<file path="src/rtl/motor_drive_pkg.sv">
// Shared types and constants for the two-motor duty sequencer.
package motor_drive_pkg;

    typedef enum logic [2:0] {
        IDLE,
        RAMP,
        HOLD,
        BRAKE,
        DEADTIME
    } motor_state_e;

    localparam logic DIR_FWD    = 1'b0;
    localparam logic DIR_BWD    = 1'b1;
    localparam int   NUM_MOTORS = 2;

endpackage

</file>
<file path="src/rtl/motor_ramp_ch.sv">
// Per-motor duty sequencer: slew-limited ramp, brake-before-reverse and dead-time.
//
// state    | meaning
// ---------+-----------------------------------------------------------
// IDLE     | cur = 0, waiting for a nonzero target
// RAMP     | cur slews toward target by at most RAMP_STEP per tick
// HOLD     | cur == target, steady
// BRAKE    | slewing cur to 0 ahead of a direction reversal
// DEADTIME | both legs at 0 for DEADTIME_CLKS cycles, then adopt target_dir
module motor_ramp_ch
    import motor_drive_pkg::*;
#(
    parameter int DCYCLE_WL     = 18,
    parameter int RAMP_STEP     = 2000,
    parameter int DEADTIME_CLKS = 200000
) (
    input  logic                 clk,
    input  logic                 resetn,
    input  logic                 i_load,
    input  logic                 i_load_dir,
    input  logic [DCYCLE_WL-1:0] i_load_duty,
    input  logic                 i_ramp_tick,
    input  logic                 i_estop,
    output logic [DCYCLE_WL-1:0] o_cur,
    output logic                 o_cur_dir,
    output logic                 o_busy
);

    localparam int DT_WL = (DEADTIME_CLKS > 1) ? $clog2(DEADTIME_CLKS) : 1;
    localparam logic [DT_WL-1:0]     DT_LOAD = DT_WL'(DEADTIME_CLKS - 1);
    localparam logic [DCYCLE_WL-1:0] STEP    = DCYCLE_WL'(RAMP_STEP);

    motor_state_e         r_state;
    logic [DCYCLE_WL-1:0] r_cur;
    logic                 r_cur_dir;
    logic [DCYCLE_WL-1:0] r_target;
    logic                 r_target_dir;
    logic [DT_WL-1:0]     r_dt_cnt;

    logic [DCYCLE_WL-1:0] w_ramp_nxt;
    logic [DCYCLE_WL-1:0] w_brake_nxt;
    logic                 w_estop_hit;
    logic                 w_fwd_blocked;

    always_comb begin
        w_ramp_nxt = r_cur;
        if (r_target > r_cur) begin
            if ((r_target - r_cur) > STEP) w_ramp_nxt = r_cur + STEP;
            else                           w_ramp_nxt = r_target;
        end else if (r_cur > r_target) begin
            if ((r_cur - r_target) > STEP) w_ramp_nxt = r_cur - STEP;
            else                           w_ramp_nxt = r_target;
        end
    end

    assign w_brake_nxt   = (r_cur > STEP) ? (r_cur - STEP) : '0;
    // A RAMP at cur=0 is about to drive forward, so it is cut as well.
    assign w_estop_hit   = i_estop && (r_cur_dir == DIR_FWD) &&
                           ((r_cur != '0) || (r_state == RAMP));
    assign w_fwd_blocked = i_estop && (r_target_dir == DIR_FWD);

    always_ff @(posedge clk or negedge resetn) begin
        if (!resetn) begin
            r_state      <= IDLE;
            r_cur        <= '0;
            r_cur_dir    <= DIR_FWD;
            r_target     <= '0;
            r_target_dir <= DIR_FWD;
            r_dt_cnt     <= '0;
        end else begin
            if (i_load) begin
                r_target     <= i_load_duty;
                r_target_dir <= i_load_dir;
            end
            if (w_estop_hit) begin
                r_cur    <= '0;
                r_state  <= DEADTIME;
                r_dt_cnt <= DT_LOAD;
            end else begin
                case (r_state)
                    IDLE: begin
                        if (r_target != '0) begin
                            if (r_target_dir != r_cur_dir) begin
                                r_state  <= DEADTIME;
                                r_dt_cnt <= DT_LOAD;
                            end else if (!w_fwd_blocked) begin
                                r_state <= RAMP;
                            end
                        end
                    end
                    RAMP: begin
                        if (r_target_dir != r_cur_dir)  r_state <= BRAKE;
                        else if (r_cur == r_target)     r_state <= (r_target == '0) ? IDLE : HOLD;
                        else if (i_ramp_tick)           r_cur   <= w_ramp_nxt;
                    end
                    HOLD: begin
                        if (r_target_dir != r_cur_dir)  r_state <= BRAKE;
                        else if (r_target != r_cur)     r_state <= RAMP;
                    end
                    BRAKE: begin
                        if (r_cur == '0) begin
                            r_state  <= DEADTIME;
                            r_dt_cnt <= DT_LOAD;
                        end else if (i_ramp_tick) begin
                            r_cur <= w_brake_nxt;
                        end
                    end
                    DEADTIME: begin
                        if (r_dt_cnt == '0) begin
                            r_cur_dir <= r_target_dir;
                            if ((r_target == '0) || w_fwd_blocked) r_state <= IDLE;
                            else                                    r_state <= RAMP;
                        end else begin
                            r_dt_cnt <= r_dt_cnt - DT_WL'(1);
                        end
                    end
                    default: r_state <= IDLE;
                endcase
            end
        end
    end

    assign o_cur     = r_cur;
    assign o_cur_dir = r_cur_dir;
    assign o_busy    = (r_state != IDLE) && (r_state != HOLD);

endmodule

</file>
<file path="src/rtl/motor_drive_ctrl.sv">
// Two-motor PWM duty sequencer: command demux, ramp prescaler, distance estop
// latch and the registered per-leg duty outputs feeding the pwm instances.
module motor_drive_ctrl
    import motor_drive_pkg::*;
#(
    parameter int DCYCLE_WL        = 18,
    parameter int DUTY_MAX         = 200000,
    parameter int RAMP_PERIOD_CLKS = 100000,
    parameter int RAMP_STEP        = 2000,
    parameter int DEADTIME_CLKS    = 200000,
    parameter int DIST_WL          = 31,
    parameter int DIST_HYST        = 100
) (
    input  logic                 clk,
    input  logic                 resetn,
    input  logic                 cmd_valid,
    output logic                 cmd_ready,
    input  logic                 cmd_motor,
    input  logic                 cmd_dir,
    input  logic [DCYCLE_WL-1:0] cmd_duty,
    input  logic                 estop_en,
    input  logic                 dist_valid,
    input  logic [DIST_WL-1:0]   dist_ticks,
    input  logic [DIST_WL-1:0]   dist_min_ticks,
    output logic [DCYCLE_WL-1:0] m0_fwd_dcycle,
    output logic [DCYCLE_WL-1:0] m0_bwd_dcycle,
    output logic [DCYCLE_WL-1:0] m1_fwd_dcycle,
    output logic [DCYCLE_WL-1:0] m1_bwd_dcycle,
    output logic                 estop_active,
    output logic [1:0]           busy
);

    localparam int PS_WL = (RAMP_PERIOD_CLKS > 1) ? $clog2(RAMP_PERIOD_CLKS) : 1;
    localparam logic [PS_WL-1:0]     PS_LAST  = PS_WL'(RAMP_PERIOD_CLKS - 1);
    localparam logic [DCYCLE_WL-1:0] DUTY_CAP = DCYCLE_WL'(DUTY_MAX);
    localparam int DW1 = DIST_WL + 1;

    logic                 r_cmd_ready;
    logic [PS_WL-1:0]     r_presc;
    logic                 r_estop;
    logic [DCYCLE_WL-1:0] r_m0_fwd, r_m0_bwd, r_m1_fwd, r_m1_bwd;
    logic [1:0]           r_busy;

    logic                 w_ramp_tick;
    logic                 w_cmd_acc;
    logic [DCYCLE_WL-1:0] w_cmd_duty_sat;
    logic [DW1-1:0]       w_clr_thr;
    logic                 w_estop_set;
    logic                 w_estop_clr;
    logic                 w_estop_nxt;
    logic [NUM_MOTORS-1:0] w_load;
    logic [NUM_MOTORS-1:0] w_cur_dir;
    logic [NUM_MOTORS-1:0] w_busy;
    logic [DCYCLE_WL-1:0]  w_cur [NUM_MOTORS];

    assign w_ramp_tick    = (r_presc == PS_LAST);
    assign w_cmd_acc      = cmd_valid && r_cmd_ready;
    assign w_cmd_duty_sat = (cmd_duty > DUTY_CAP) ? DUTY_CAP : cmd_duty;

    // Release threshold is widened one bit so min + hysteresis cannot wrap.
    assign w_clr_thr   = {1'b0, dist_min_ticks} + DW1'(DIST_HYST);
    assign w_estop_set = dist_valid && estop_en && (dist_ticks < dist_min_ticks);
    assign w_estop_clr = !estop_en || (dist_valid && ({1'b0, dist_ticks} >= w_clr_thr));
    assign w_estop_nxt = w_estop_set ? 1'b1 : (w_estop_clr ? 1'b0 : r_estop);

    always_ff @(posedge clk or negedge resetn) begin
        if (!resetn) begin
            r_cmd_ready <= 1'b0;
            r_presc     <= '0;
            r_estop     <= 1'b0;
        end else begin
            r_cmd_ready <= 1'b1;
            r_presc     <= w_ramp_tick ? '0 : (r_presc + PS_WL'(1));
            r_estop     <= w_estop_nxt;
        end
    end

    // Channels see the next estop value so a set wins over a same-cycle ramp step.
    for (genvar m = 0; m < NUM_MOTORS; m++) begin : g_ch
        assign w_load[m] = w_cmd_acc && (cmd_motor == 1'(m));

        motor_ramp_ch #(
            .DCYCLE_WL     (DCYCLE_WL),
            .RAMP_STEP     (RAMP_STEP),
            .DEADTIME_CLKS (DEADTIME_CLKS)
        ) u_ch (
            .clk         (clk),
            .resetn      (resetn),
            .i_load      (w_load[m]),
            .i_load_dir  (cmd_dir),
            .i_load_duty (w_cmd_duty_sat),
            .i_ramp_tick (w_ramp_tick),
            .i_estop     (w_estop_nxt),
            .o_cur       (w_cur[m]),
            .o_cur_dir   (w_cur_dir[m]),
            .o_busy      (w_busy[m])
        );
    end

    always_ff @(posedge clk or negedge resetn) begin
        if (!resetn) begin
            r_m0_fwd <= '0;
            r_m0_bwd <= '0;
            r_m1_fwd <= '0;
            r_m1_bwd <= '0;
            r_busy   <= '0;
        end else begin
            r_m0_fwd <= (w_cur_dir[0] == DIR_FWD) ? w_cur[0] : '0;
            r_m0_bwd <= (w_cur_dir[0] == DIR_BWD) ? w_cur[0] : '0;
            r_m1_fwd <= (w_cur_dir[1] == DIR_FWD) ? w_cur[1] : '0;
            r_m1_bwd <= (w_cur_dir[1] == DIR_BWD) ? w_cur[1] : '0;
            r_busy   <= w_busy;
        end
    end

    assign cmd_ready     = r_cmd_ready;
    assign estop_active  = r_estop;
    assign busy          = r_busy;
    assign m0_fwd_dcycle = r_m0_fwd;
    assign m0_bwd_dcycle = r_m0_bwd;
    assign m1_fwd_dcycle = r_m1_fwd;
    assign m1_bwd_dcycle = r_m1_bwd;

endmodule
</file>
<file path="config.mk">
export PLATFORM = sky130hd
export DESIGN_NAME = motor_drive_ctrl
export DESIGN_NICKNAME = d
export VERILOG_FILES = /design/src/rtl/motor_drive_pkg.sv /design/src/rtl/motor_ramp_ch.sv /design/src/rtl/motor_drive_ctrl.sv
export SDC_FILE = /design/constraint.sdc
export NUM_CORES = 1
export LEC_CHECK = 0
export CAP_MARGIN = 25
export CORE_ASPECT_RATIO = 1.4
export CORE_MARGIN = 8
export CORE_UTILIZATION = 55
export CTS_BUF_LIST = sky130_fd_sc_hd__clkbuf_8
export DETAILED_ROUTE_END_ITERATION = 8
export PLACE_DENSITY = 0.79
export SYNTH_ARGS = -nofsm -noshare
export SYNTH_HDL_FRONTEND = slang
export SYNTH_HIERARCHICAL = 1
export SYNTH_SLANG_ARGS = --single-unit
</file>
<file path="constraint.sdc">
create_clock -name clk -period 5.8 [get_ports clk]
set_input_delay 1.16 -clock clk [delete_from_list [all_inputs] [get_ports clk]]
set_output_delay 1.16 -clock clk [all_outputs]
set_load 0.1 [all_outputs]
</file>
# Yosys cells after proc, flatten, opt, wreduce, memory -nomap -nowiden
# Index checks and enable logic that the tools add are counted.
# Widths: inputs -> output; s select.
totals:
  register_bits: 211
  in_bits: 87
  elab_cells: 213
op_classes:
  add_sub_neg: 12
  order_cmp: 13
  n_eq_ne: 45
  muxes: 70
  bitwise_logic: 7
  reduce_logical: 46
ops:
  columns: ["op", "n"]
  rows:
  - ["$mux 18", 37]
  - ["$gt 18x11->1 const B", 6]
  - ["$logic_not 18->1", 6]
  - ["$pmux 18 s3", 2]
  - ["$gt 18x18->1", 4]
  - ["$pmux 18 s2", 2]
  - ["$reduce_bool 18->1", 4]
  - ["$sub 18x18->18", 4]
  - ["$mux 3", 20]
  - ["$ne 3x2->1 const B", 14]
  - ["$add 18x11->18 const B", 2]
  - ["$eq 18x18->1", 2]
  - ["$ne 18x18->1", 2]
  - ["$sub 18x1->18 const B", 2]
  - ["$sub 18x11->18 const B", 2]
  - ["$add 31x7->32 const B", 1]
  - ["$ge 31x32->1", 1]
  - ["$lt 31x31->1", 1]
  - ["$pmux 3 s5", 2]
  - ["$ne 3x1->1 const B", 8]
  - ["$gt 18x18->1 const B", 1]
  - ["$add 17x1->17 const B", 1]
  - ["$eq 17x17->1 const B", 1]
  - ["$mux 17", 1]
  - ["other kinds (19)", 67]

# Depth between registers and ports, before layout
depth:
  depth_word: 12
  mapped_depth: 25
  ltp_nobuf: 24

# Modules after synthesis
# Netlist, hierarchy kept.
modules_own_cells:
  columns: ["module", "n_inst", "cells_per_inst", "area_per_inst_um2", "seq_area_each_um2"]
  rows:
  - ["motor_ramp_ch (g_ch[0].u_ch)", 1, 788, 6052.1, 1476.4]
  - ["motor_ramp_ch (g_ch[1].u_ch)", 1, 777, 5894.4, 1476.4]
  - ["motor_drive_ctrl", 1, 521, 5243.8, 2327.2]

# Worst setup path after synthesis
# No wires, ideal clock.
synth_timing:
  kind: "in2reg"
  startpoint: "input port dist_min_ticks[3]"
  endpoint: "register g_ch[0].u_ch.r_cur[15]"
  setup_ns: 0.125
  arrival_time_ns: 5.024
  required_time_ns: 5.675
  setup_slack_ns: 0.651
  stages: 23
  n_path_buf: 3
  cell_sequence: "nand3_2 and3_4 buf_6 nor4_4 nand3_4 nor4_4 xnor2_1 ha_1 a21o_1 a211oi_1 nand3_1 a31oi_1 a211o_1 nor2b_1 a21oi_1 o21ai_0 o21ai_0 a41oi_1 buf_4 clkbuf_1 o21ai_0 a22oi_1 a21oi_2"
synth_via:
  elab_chain_cells: 10
synth_lines:
  columns: ["element", "line", "rtl"]
  rows:
  - ["start: declaration", "motor_drive_ctrl.sv:24", "input logic [DIST_WL-1:0] dist_min_ticks,"]
  - ["$add 31x7->32", "motor_drive_ctrl.sv:61", "assign w_clr_thr = {1'b0, dist_min_ticks} + DW1'(DIST_HYST);"]
  - ["$ge 31x32->1", "motor_drive_ctrl.sv:63", "assign w_estop_clr = !estop_en || (dist_valid && ({1'b0, dist_ticks} >= w_clr_thr));"]
  - ["$logic_and 1x1->1", "motor_drive_ctrl.sv:63", null]
  - ["$logic_or 1x1->1", "motor_drive_ctrl.sv:63", null]
  - ["$mux 1", "motor_drive_ctrl.sv:64", "assign w_estop_nxt = w_estop_set ? 1'b1 : (w_estop_clr ? 1'b0 : r_estop);"]
  - ["$mux 1 *", "motor_drive_ctrl.sv:64", null]
  - ["net w_estop_nxt", "motor_drive_ctrl.sv:50", "logic w_estop_nxt;"]
  - ["$logic_and 1x1->1 * (2 in series)", "motor_ramp_ch.sv:58", "assign w_estop_hit = i_estop && (r_cur_dir == DIR_FWD) &&"]
  - ["$ne 4x1->1 (no source line) (tied with other cells)", null, null]
  - ["$reduce_and 7->1 (no source line)", null, null]
  - ["end signal: assignment", "motor_ramp_ch.sv:94", "else if (i_ramp_tick) r_cur <= w_ramp_nxt;"]
  - ["end signal: assignment", "motor_ramp_ch.sv:105", "r_cur <= w_brake_nxt;"]
  - ["end: declaration", "motor_ramp_ch.sv:34", "logic [DCYCLE_WL-1:0] r_cur;"]
# The timed path passes the listed nets; every way through them passes the cells marked *.
# A chain may end at the register's enable or synchronous reset.

# Final worst setup path
layout_timing:
  startpoint: "input port dist_min_ticks[2]"
  endpoint: "register g_ch[1].u_ch.r_dt_cnt[12]"
layout_via:
  elab_chain_cells: 10
layout_lines:
  columns: ["element", "line", "rtl"]
  rows:
  - ["$add 31x7->32", "motor_drive_ctrl.sv:61", null]
  - ["$ge 31x32->1", "motor_drive_ctrl.sv:63", null]
  - ["$logic_and 1x1->1", "motor_drive_ctrl.sv:63", null]
  - ["$logic_or 1x1->1", "motor_drive_ctrl.sv:63", null]
  - ["$mux 1", "motor_drive_ctrl.sv:64", null]
  - ["$mux 1 *", "motor_drive_ctrl.sv:64", null]
  - ["net w_estop_nxt", "motor_drive_ctrl.sv:50", null]
  - ["$logic_and 1x1->1 * (2 in series)", "motor_ramp_ch.sv:58", null]
  - ["$ne 3x2->1 (no source line) (tied with other cells)", null, null]
  - ["$reduce_and 5->1 (no source line)", null, null]
  - ["end signal: assignment", "motor_ramp_ch.sv:114", "r_dt_cnt <= r_dt_cnt - DT_WL'(1);"]
  - ["end: declaration", "motor_ramp_ch.sv:38", "logic [DT_WL-1:0] r_dt_cnt;"]
# Marked as above.

==> impl_metrics.py <==
metrics = {
    "synthesis": {
        "ys_seq_area_frac": 0.307,
        "async_flop_share": 1.00,
        "yosys_warnings": 6,
        "syn_nets": 2317,
        "synth_edf_count": 0,
        "yosysUniqueCellTypes": 115,
        "synthesis.area_mm2": 0.0172,
        "ys_seq_elements": 211,
        "synth_area_per_cell_um2": 8.24,
        "postSynthCellCount": 2086,
        "synth-main-ff-cell": "dfrtp_1",
    },
    "placement": {
        "place_congestion": 1.01,
        "io_buffers": 162,
        "hpwl_um": 41900,
    },
    "floorplan": {
        "std_cell_rows": 76,
        "ioPinCount": 163,
        "die_x_um": 165,
        "fp.dieH_um": 225,
        "die-area_mm2": 0.0372,
        "floorplan.initialDensity": 0.558,
        "core-area_mm2": 0.0308,
    },
    "routing": {
        "drt.antenna.violating_nets": 0,
        "wl_per_cell_um": 20.6,
        "vias": 16775,
        "drtIter0Drc": 1484,
        "firstDrtPassIters": 6,
        "wl_um": 54800,
        "drc": 0,
        "routed_via_density": 6.29,
    },
    "timing": {
        "rsz0062_at_grt": "false",
        "period_needed_ns": 5.30,
        "slew_headroom": 0.211,
        "report.final.slew_viol_count": 0,
        "hold_violations": 0,
        "max_freq_mhz": 189,
        "fin_crit_sh": 0.914,
        "worst_slew_pin_slew_ns": 1.17,
        "fin_skew_ns": 0.0410,
        "setup_viol": 0,
    },
    "finish": {
        "synthToLayoutAreaGrowth_pct": 17.7,
        "final_layout_size_suffix_gt1_frac": 0.0822,
        "nNetsFinal": 2481,
        "antenna_cells": 0,
        "fin_util": 0.657,
    },
    "pwr": {
        "leakage_nw": 8.79,
        "fin_total_pwr_mw": 10.6,
        "p_per_area_mw_per_mm2": 522,
        "ir_drop_mv": 0.299,
    },
    "critical_path": {
        "arrival_ns": 5.74,
        "slowest_stage": "clkdlybuf4s50_1",
        "end_kind": "flop",
        "critPathLaunchType": "input pin",
        "reg2reg_depth": 13,
        "r2r-start": "g_ch[1].u_ch/o_cur[6]",
        "r2r_slack_ns": 1.37,
        "worstPathRequired_ns": 6.24,
        "crit_type": "in2reg",
        "crit_chain": "clkdlybuf4s50_1 -> nand3_2 -> and3_4 -> nor4_4 -> nand3_4 -> nor4_4 -> xnor2_1 -> ha_1 -> a21o_1 -> a211oi_1 -> nand3_1 -> a31oi_1 -> a211o_1 -> buf_4 -> inv_1 -> nor2_1 -> o21ai_2 -> and3_1 -> nand2_1 -> nand3_2 -> inv_2 -> o21ai_0 -> a22o_1",
        "rr_endpoint": "g_ch[1].u_ch/o_cur[2]",
        "crit_path_max_fanout": 16,
        "crit_path_start": "dist_min_ticks[2]",
        "slowest_delay_ns": 0.55,
        "endpoint": "g_ch[1].u_ch/r_dt_cnt[12]",
    },
    "cts": {
        "cts_tree": "done",
        "cts_hold_buffers": 0,
        "htree_levels": 2,
        "cts_inserted_buffers": 36,
        "cts_root_buf": "clkbuf_8",
        "tritoncts_num_sinks": 211,
        "clkSlewWorstSetupHoldPaths_ns": 0.06,
        "clk_path_buf_depth": 3,
        "clk_latency_ns": 0.58,
    },
    "global_routing": {
        "grt_pass1_wl_um": 87100,
        "antenna_found_initial": 0,
        "busiest_layer": "met2",
        "grt_max_degree": 134,
        "grt_pass1_vias": 16757,
        "use_met2": 0.516,
        "grt_overflow": 0,
        "use_met3": 0.0386,
        "groute.usage.overall": 0.290,
        "grt_use_met1": 0.317,
    },
    "run_status": {
        "status": "finished, final reports clean",
    },
    "min_path": {
        "hold_depth": 1,
        "hold_class": "reg2reg",
    },
    "flow_run": {
        "cap_violations": 0,
    },
}
==> Yosys cell counts (25+ instances only) <==
library cell | count | area (um^2)
nor2b_1 | 58 | 363
nor2_1 | 135 | 507
nand2b_1 | 26 | 163
nor4_1 | 35 | 219
a31oi_1 | 25 | 156
nand2_1 | 192 | 721
and2_1 | 66 | 413
clkbuf_1 | 68 | 255
nand4_1 | 47 | 294
o31ai_1 | 25 | 188
inv_1 | 130 | 488
ha_1 | 142 | 1780
xor2_1 | 25 | 219
dfrtp_1 | 211 | 5280
a21oi_1 | 133 | 666
nor3_1 | 61 | 305
nand3_1 | 54 | 270
o21ai_0 | 159 | 796
a21o_1 | 30 | 225
xnor2_1 | 81 | 709
==> power by group <==
group          internal, mW  leakage, nW  switching [mW]
Clock                 0.878        0.445           0.651
Combinational          2.38         5.72            4.36
Sequential             1.79         2.62           0.502
==> state kept, by name, indices dropped and copies added (netlist names) <==
name                    cells
r_presc                    17
m1_fwd_dcycle              18
m0_fwd_dcycle              18
cmd_ready                   1
g_ch.u_ch/r_target_dir      2
g_ch.u_ch/r_dt_cnt         36
m1_bwd_dcycle              18
g_ch.u_ch/r_state           6
estop_active                1
busy                        2
g_ch.u_ch/r_target         36
g_ch.u_ch/o_cur            36
m0_bwd_dcycle              18
g_ch.u_ch/o_cur_dir         2
==> stage by stage <==
| stage | TNS (ns) | cells | cell area (um^2) | setup slack, ns | hold slack (ns) |
|---|---|---|---|---|---|
| floorplan | 0 | 2086 | 17200 | 0.651 | 0.442 |
| global placement | 0 | 2601 | 19400 | 0.0757 | 0.458 |
| detailed placement | -0.133 | 2601 | 19400 | -0.0473 | 0.484 |
| CTS | 0 | 2664 | 20200 | 0.507 | 0.501 |
| global route | 0 | 2665 | 20200 | 0.0431 | 0.514 |
| finish | 0 | 2665 | 20200 | 0.500 | 0.501 |
==> critical path: cells and delay by family <==
kind                       cells  cell delay (ns)
xor gates and xnor gates       1             0.15
and+or+nand+nor               10             1.84
adders and majority gates      1             0.26
buffers and inverters          4             0.99
AOI/OAI and AO/OA              7             1.32
==> repair_timing <==
action | in CTS | in global routing
setup buffers | 0 | 0
endpoints found under the setup margin | 0 | 2
gates resized for setup | 0 | 1
==> how the worst min path moves through the flow <==
stage / from / to / slack (ns)
after global placement: g_ch[0].u_ch/r_dt_cnt[4] / g_ch[0].u_ch/r_dt_cnt[4] / 0.46
after floorplan: g_ch[0].u_ch/r_dt_cnt[4] / g_ch[0].u_ch/r_dt_cnt[4] / 0.44
after detailed placement: r_presc[0] / r_presc[0] / 0.48
after global routing: r_presc[8] / r_presc[8] / 0.51
after CTS: g_ch[1].u_ch/r_dt_cnt[0] / g_ch[1].u_ch/r_dt_cnt[0] / 0.50
final: r_presc[0] / r_presc[0] / 0.50
==> placed cells by master, fill, tap and decap left out, drive strengths merged, types with 38 or more instances in the layout <==
cell / instances
dfrtp: 211
nand2: 194
o21ai: 171
clkdlybuf4s50: 161
ha: 142
a21oi: 142
inv: 140
nor2: 135
xnor2: 81
and2: 67
nor3: 63
buf: 62
nor2b: 59
nand3: 58
clkbuf: 49
nand4: 47
nor4: 38
==> cell families after synthesis <==
| family | count (synthesis) | synth area share |
|---|---|---|
| buffers and inverters | 230 | 0.0558 |
| other | 1 | 0.000218 |
| adders and majority gates | 144 | 0.106 |
| and+or+nand+nor | 782 | 0.240 |
| xor gates and xnor gates | 106 | 0.0540 |
| muxes | 10 | 0.00619 |
| DFF | 211 | 0.307 |
| AOI/OAI and AO/OA | 602 | 0.231 |
==> final cells by class <==
| cell class | count | area (um^2) |
|---|---|---|
| Multi-Input combinational cell | 1645 | 11000 |
| Clock inverter | 15 | 154 |
| Sequential cell | 211 | 5280 |
| Timing Repair Buffer | 224 | 2190 |
| Clock buffer | 48 | 661 |
| Fill cell | 2589 | 10600 |
| Inverter | 132 | 495 |
| Tap cell | 390 | 488 |
==> layer usage <==
layer | wire length, um | vias up
li1 | - | 7856
met1 | 20400 | 8071
met3 | 3080 | 200
met5 | 0 | -
met4 | 3670 | 0
met2 | 27700 | 648
Note: power is estimated with default switching activity, not from simulation.
